**src/rtl/vga_pkg.sv**
```systemverilog
// Shared VGA timing, text-grid geometry and colour helpers for the text-mode scanner.
package vga_pkg;

  localparam int H_ACTIVE = 640;
  localparam int H_FP     = 16;
  localparam int H_SYNC   = 96;
  localparam int H_BP     = 48;
  localparam int H_TOTAL  = H_ACTIVE + H_FP + H_SYNC + H_BP;

  localparam int V_ACTIVE = 480;
  localparam int V_FP     = 10;
  localparam int V_SYNC   = 2;
  localparam int V_BP     = 33;
  localparam int V_TOTAL  = V_ACTIVE + V_FP + V_SYNC + V_BP;

  localparam int CHAR_W = 9;
  localparam int CHAR_H = 16;
  localparam int COLS   = 70;
  localparam int ROWS   = 30;

  localparam logic [7:0] CURSOR_CODE = 8'hFF;

  // Everything the second pipeline stage needs about one pixel, captured together.
  typedef struct packed {
    logic [7:0] data;
    logic [2:0] color;
    logic [3:0] px;
    logic       in_text;
    logic       active;
    logic       hs_pulse;
    logic       vs_pulse;
  } stage1_t;

  // Code 0 means plain white; any other code lights the R/G/B channels per bit.
  function automatic logic [11:0] color_map(input logic [2:0] code);
    logic [11:0] rgb;
    if (code == 3'b000) rgb = 12'hFFF;
    else                rgb = {{4{code[2]}}, {4{code[1]}}, {4{code[0]}}};
    return rgb;
  endfunction

endpackage

```
**src/rtl/vga_text_scanner_font_rom.sv**
```systemverilog
// 4096x9 glyph ROM addressed by {ascii, glyph line}; registered output, MSB is the leftmost pixel.
module font_rom (
  input  logic        clk,
  input  logic [11:0] addr,
  output logic [8:0]  row
);

  // Glyph table: 'A', a checkerboard test glyph at code 8'h01, everything else blank.
  function automatic logic [8:0] glyph(input logic [11:0] a);
    logic [8:0] g;
    g = 9'h000;
    case (a[11:4])
      8'h41: begin
        case (a[3:0])
          4'd0:    g = 9'b000010000;
          4'd1:    g = 9'b000101000;
          4'd2:    g = 9'b001000100;
          4'd3:    g = 9'b010000010;
          4'd4:    g = 9'b010000010;
          4'd5:    g = 9'b011111110;
          4'd6:    g = 9'b010000010;
          4'd7:    g = 9'b010000010;
          4'd8:    g = 9'b010000010;
          default: g = 9'h000;
        endcase
      end
      8'h01:   g = a[0] ? 9'h155 : 9'h0AA;
      default: g = 9'h000;
    endcase
    return g;
  endfunction

  always_ff @(posedge clk) begin
    row <= glyph(addr);
  end

endmodule

```
**src/rtl/vga_text_scanner.sv**
```systemverilog
// 640x480@60 text-mode scanner: walks the 70x30 text buffer and renders 9x16 glyphs with a 2-cycle pipeline.
module vga_text_scanner
  import vga_pkg::*;
#(
  parameter int H_ACTIVE = vga_pkg::H_ACTIVE,
  parameter int H_FP     = vga_pkg::H_FP,
  parameter int H_SYNC   = vga_pkg::H_SYNC,
  parameter int H_BP     = vga_pkg::H_BP,
  parameter int V_ACTIVE = vga_pkg::V_ACTIVE,
  parameter int V_FP     = vga_pkg::V_FP,
  parameter int V_SYNC   = vga_pkg::V_SYNC,
  parameter int V_BP     = vga_pkg::V_BP,
  parameter int CHAR_W   = vga_pkg::CHAR_W,
  parameter int CHAR_H   = vga_pkg::CHAR_H,
  parameter int COLS     = vga_pkg::COLS,
  parameter int ROWS     = vga_pkg::ROWS
) (
  input  logic       clk,
  input  logic       clrn,
  output logic [6:0] read_x,
  output logic [4:0] read_y,
  input  logic [7:0] data,
  input  logic [2:0] color,
  output logic       hsync,
  output logic       vsync,
  output logic       valid,
  output logic [3:0] vga_r,
  output logic [3:0] vga_g,
  output logic [3:0] vga_b
);

  localparam logic [9:0] H_LAST   = 10'(H_ACTIVE + H_FP + H_SYNC + H_BP - 1);
  localparam logic [9:0] V_LAST   = 10'(V_ACTIVE + V_FP + V_SYNC + V_BP - 1);
  localparam logic [9:0] H_ACT    = 10'(H_ACTIVE);
  localparam logic [9:0] V_ACT    = 10'(V_ACTIVE);
  localparam logic [9:0] HS_START = 10'(H_ACTIVE + H_FP);
  localparam logic [9:0] HS_END   = 10'(H_ACTIVE + H_FP + H_SYNC);
  localparam logic [9:0] VS_START = 10'(V_ACTIVE + V_FP);
  localparam logic [9:0] VS_END   = 10'(V_ACTIVE + V_FP + V_SYNC);
  localparam logic [9:0] TEXT_W   = 10'(COLS * CHAR_W);
  localparam logic [3:0] PX_LAST  = 4'(CHAR_W - 1);
  localparam logic [3:0] LN_LAST  = 4'(CHAR_H - 1);
  localparam logic [6:0] COL_LAST = 7'(COLS - 1);
  localparam logic [5:0] ROW_LAST = 6'(ROWS - 1);

  logic [9:0] h_cnt;
  logic [9:0] v_cnt;
  logic [3:0] px_in_char;
  logic [6:0] char_col;
  logic [3:0] ln_in_char;
  logic [5:0] char_row;

  stage1_t    s1_next;
  stage1_t    s1;
  logic [8:0] glyph_q;
  logic [3:0] bit_idx;
  logic       lit;
  logic [11:0] pix_next;
  logic [11:0] rgb_q;

  // Cell position is tracked incrementally alongside the beam so no divider is needed.
  always_ff @(posedge clk or negedge clrn) begin
    if (!clrn) begin
      h_cnt      <= '0;
      v_cnt      <= '0;
      px_in_char <= '0;
      char_col   <= '0;
      ln_in_char <= '0;
      char_row   <= '0;
    end else if (h_cnt == H_LAST) begin
      h_cnt      <= '0;
      px_in_char <= '0;
      char_col   <= '0;
      if (v_cnt == V_LAST) begin
        v_cnt      <= '0;
        ln_in_char <= '0;
        char_row   <= '0;
      end else begin
        v_cnt <= v_cnt + 10'd1;
        if (ln_in_char == LN_LAST) begin
          ln_in_char <= '0;
          char_row   <= char_row + 6'd1;
        end else begin
          ln_in_char <= ln_in_char + 4'd1;
        end
      end
    end else begin
      h_cnt <= h_cnt + 10'd1;
      if (px_in_char == PX_LAST) begin
        px_in_char <= '0;
        char_col   <= char_col + 7'd1;
      end else begin
        px_in_char <= px_in_char + 4'd1;
      end
    end
  end

  // Past the text area the cell counters keep running; the fetch address holds the last cell instead.
  assign read_x = (char_col > COL_LAST) ? COL_LAST : char_col;
  assign read_y = (char_row > ROW_LAST) ? ROW_LAST[4:0] : char_row[4:0];

  always_comb begin
    s1_next          = '0;
    s1_next.data     = data;
    s1_next.color    = color;
    s1_next.px       = px_in_char;
    s1_next.in_text  = (h_cnt < TEXT_W) && (v_cnt < V_ACT);
    s1_next.active   = (h_cnt < H_ACT) && (v_cnt < V_ACT);
    s1_next.hs_pulse = (h_cnt >= HS_START) && (h_cnt < HS_END);
    s1_next.vs_pulse = (v_cnt >= VS_START) && (v_cnt < VS_END);
  end

  always_ff @(posedge clk or negedge clrn) begin
    if (!clrn) s1 <= '0;
    else       s1 <= s1_next;
  end

  // The ROM is addressed with the live fetch so its row lines up with stage 1.
  font_rom u_font_rom (
    .clk  (clk),
    .addr ({data, ln_in_char}),
    .row  (glyph_q)
  );

  always_comb begin
    bit_idx  = PX_LAST - s1.px;
    lit      = (s1.data == CURSOR_CODE) || glyph_q[bit_idx];
    pix_next = 12'h000;
    if (s1.active && s1.in_text && lit) pix_next = color_map(s1.color);
  end

  always_ff @(posedge clk or negedge clrn) begin
    if (!clrn) begin
      hsync <= 1'b1;
      vsync <= 1'b1;
      valid <= 1'b0;
      rgb_q <= 12'h000;
    end else begin
      hsync <= ~s1.hs_pulse;
      vsync <= ~s1.vs_pulse;
      valid <= s1.active;
      rgb_q <= pix_next;
    end
  end

  assign vga_r = rgb_q[11:8];
  assign vga_g = rgb_q[7:4];
  assign vga_b = rgb_q[3:0];

endmodule

```
**config.mk**
```make
export PLATFORM = sky130hd
export DESIGN_NAME = vga_text_scanner
export DESIGN_NICKNAME = d
export VERILOG_FILES = /design/src/rtl/vga_pkg.sv /design/src/rtl/vga_text_scanner_font_rom.sv /design/src/rtl/vga_text_scanner.sv
export SDC_FILE = /design/constraint.sdc
export NUM_CORES = 1
export LEC_CHECK = 0
export CAP_MARGIN = 20
export CORE_ASPECT_RATIO = 0.6
export CORE_MARGIN = 5
export CORE_UTILIZATION = 35
export DETAILED_ROUTE_END_ITERATION = 10
export PLACE_DENSITY_LB_ADDON = 0.3
export SYNTH_ARGS = -nofsm -noshare
export SYNTH_HDL_FRONTEND = slang
export SYNTH_SLANG_ARGS = --single-unit
```
**constraint.sdc**
```tcl
create_clock -name clk -period 3.8 [get_ports clk]
set_input_delay 0.38 -clock clk [delete_from_list [all_inputs] [get_ports clk]]
set_output_delay 0.38 -clock clk [all_outputs]
set_load 0.01 [all_outputs]
```
==> impl_metrics.json <==
{
  "status": "completed",
  "num_vias": 2523,
  "clock-sinks": 71,
  "synth_seq_cells": 71,
  "drv_cap": 0,
  "met1_usage_pct": 18.0,
  "dieArea_mm2": 0.0118,
  "cp_top_family": "buffers and inverters",
  "p_total_mw": 1.68,
  "antenna_cells": 0,
  "placeableCoreArea_mm2": 0.00932,
  "crit_path_max_incr_delay_ns": 0.53,
  "hold_violations": 0,
  "drive_gt1_share_pct": 8.42,
  "leakagePower_nw": 1.78,
  "hold_buffers": 0,
  "synth_area_leader_cell": "dfrtp_1",
  "grtUsageMet3_pct": 4.99,
  "post-cts-setup-buffers": 0,
  "cp_max_fo": 6,
  "cp_slowest_cell": "clkdlybuf4s50_1",
  "syn_inst": 327,
  "ioPinCount": 40,
  "drc": 0,
  "clkTransAtPathRegs_ns": 0.06,
  "arrival_ns": 2.18,
  "postSynth.asyncResetShare_pct": 93.0,
  "dp_hpwl_um": 5010,
  "synth_edf_count": 0,
  "fin_ws_ns": 1.24,
  "fmax_mhz": 390,
  "yosysMostFrequentCell": "dfrtp_1",
  "crit_chain": "inv_1 -> ha_1 -> nor3b_1 -> o41ai_1 -> and2_1 -> clkdlybuf4s50_1",
  "syn_area_mm2": 0.00340,
  "cts_tree": "done",
  "cts-root-buf": "clkbuf_16",
  "drt-wirelength-per-cell_um": 14.0,
  "met2_usage_pct": 17.7,
  "synthFlopType": "dfrtp_1",
  "dpl_worst_slack_ns": 1.53,
  "ctsResizeCount": 0,
  "place_congestion": 0.785,
  "slew_headroom_pct": 53.8,
  "finalCriticalPeriod_ns": 2.56,
  "ys_top_cells_by_count": "64 x dfrtp_1, 31 x nor2_1, 18 x inv_1",
  "path_class": "reg -> out",
  "fin_nets": 392,
  "cp-end-kind": "primary output",
  "fp.dieH_um": 86.3,
  "grt_use_total_pct": 12.8,
  "setup_viol": 0,
  "yosysUniqueCellTypes": 52,
  "avgSynthCellArea_um2": 10.4,
  "ys.warnings.count": 0,
  "drv_slew": 0,
  "synth_top_cell_area_share_pct": 47.1,
  "clock_latency_ns": 0.33,
  "yosys-top-cells-area": "dfrtp_1 47%, ha_1 5.9%, xnor2_1 3.6%, nor2_1 3.4%, dfxtp_1 2.9%",
  "fin_skew_ns": 0.00626,
  "cp.required_ns": 3.42,
  "grt_pass1_vias": 2328,
  "initial_utilization_pct": 36.5,
  "crit_path_start_kind": "flip-flop",
  "rows": 27,
  "mappedNetlistNets": 356,
  "worstMarginPinSlew_ns": 0.693,
  "viasPerCell": 5.07,
  "cts_buffers": 9,
  "powerDensity_mw_per_mm2": 402,
  "grt_overflow": 0,
  "io_buffers": 39,
  "cts.htree.levels": 3,
  "dr.pass1.iters": 4,
  "antenna_found_initial": 0,
  "ir_worst_vdd_mv": 0.242,
  "grt_pass1_wl_um": 11800,
  "postRouteAntennaNets": 0,
  "clockBufferDepth": 2,
  "area_growth_pct": 23.0,
  "path_buf_inv": 2,
  "totalWireLength_um": 7000,
  "ys_seq_area_share_pct": 51.6,
  "tns_ns": 0,
  "grt_setup_unrepaired": "no",
  "hold_class": "in -> async",
  "grt_max_degree": 36,
  "grt_busiest_layer": "met1",
  "final_util_pct": 44.9,
  "first_iter_violations": 166,
  "die_w_um": 137,
  "min_period_over_period_pct": 67.4
}
worst paths after layout:
path | from | to | slack, ns | cells past startpoint
max reg2reg | h_cnt[0] | v_cnt[9] | 1.48 | 5
min | clrn | rgb_q[7] | 0.09 | 1
max | char_col[1] | read_x[1] | 1.24 | 6
min reg2reg | s1[0] | vsync | 0.36 | 1
min in group clk | s1[0] | vsync | 0.36 | 1
max in group asynchronous | clrn | vsync | 2.76 | 2
flip-flops by register name, summed over array words and instances, names as in the netlist:
register and flops:
char_row 6, rgb_q 3, ln_in_char 4, vsync 1
u_font_rom.row 5, valid 1, v_cnt 10, s1 19
h_cnt 10, hsync 1, char_col 7, px_in_char 4
layout make-up:
| type | instances | area [um^2] |
|---|---|---|
| clock buffer | 10 | 229 |
| timing repair buffer | 42 | 408 |
| multi-input combinational | 221 | 1480 |
| inverter | 18 | 67.6 |
| fill | 894 | 5140 |
| sequential | 71 | 1750 |
| clock inverter | 6 | 85.1 |
| tap | 130 | 163 |
layer usage:
| layer | part of all wire [%] | vias up |
|---|---|---|
| met3 | 6.8 | 5 |
| met2 | 42 | 65 |
| met4 | 1.0 | 0 |
| li1 | - | 1210 |
| met1 | 50 | 1243 |
| met5 | 0 | - |
through the flow:
stage,hold WS [ns],instance area (um^2),std cells
after CTS,0.114,4180,498
after floorplan,0.0844,3400,327
after global placement,0.348,3870,482
after global routing,0.142,4180,498
after detailed placement,0.352,3870,482
final,0.0917,4180,498
cells in the final DEF, fill, tap and decap left out, types with 4 or more instances in the layout:
cell	netlist	routed
nand2_1	16	16
dfrtp_1	64	64
xor2_1	10	10
ha_1	16	16
clkdlybuf4s50_1	0	38
nand4b_1	4	4
nor3_1	11	11
nand2b_1	5	5
clkbuf_16	0	9
and2_1	5	5
nand4_1	9	9
or2_2	4	4
xnor2_1	14	14
a21oi_1	13	13
nand3_1	16	16
nor2_1	31	31
inv_1	18	18
dfxtp_1	5	5
nor2b_1	4	4
o21ai_0	14	14
power by group:
part	switching [mW]	internal, mW	total [mW]
Combinational	0.0192	0.0137	0.0330
Sequential	0.00246	0.762	0.764
Clock	0.312	0.572	0.884
Total	0.334	1.35	1.68
logic make-up (layout without fill, tap and decap cells):
logic type	after synthesis	in the layout	share of synthesized area (%)
compound gates	46	46	8.80
xor+xnor	24	24	6.18
fa+ha+maj	16	16	5.89
buf+inv	35	76	4.97
flops	71	71	51.6
mux	4	4	1.21
simple gates	131	131	21.3
(Power assumes the default switching activity.)
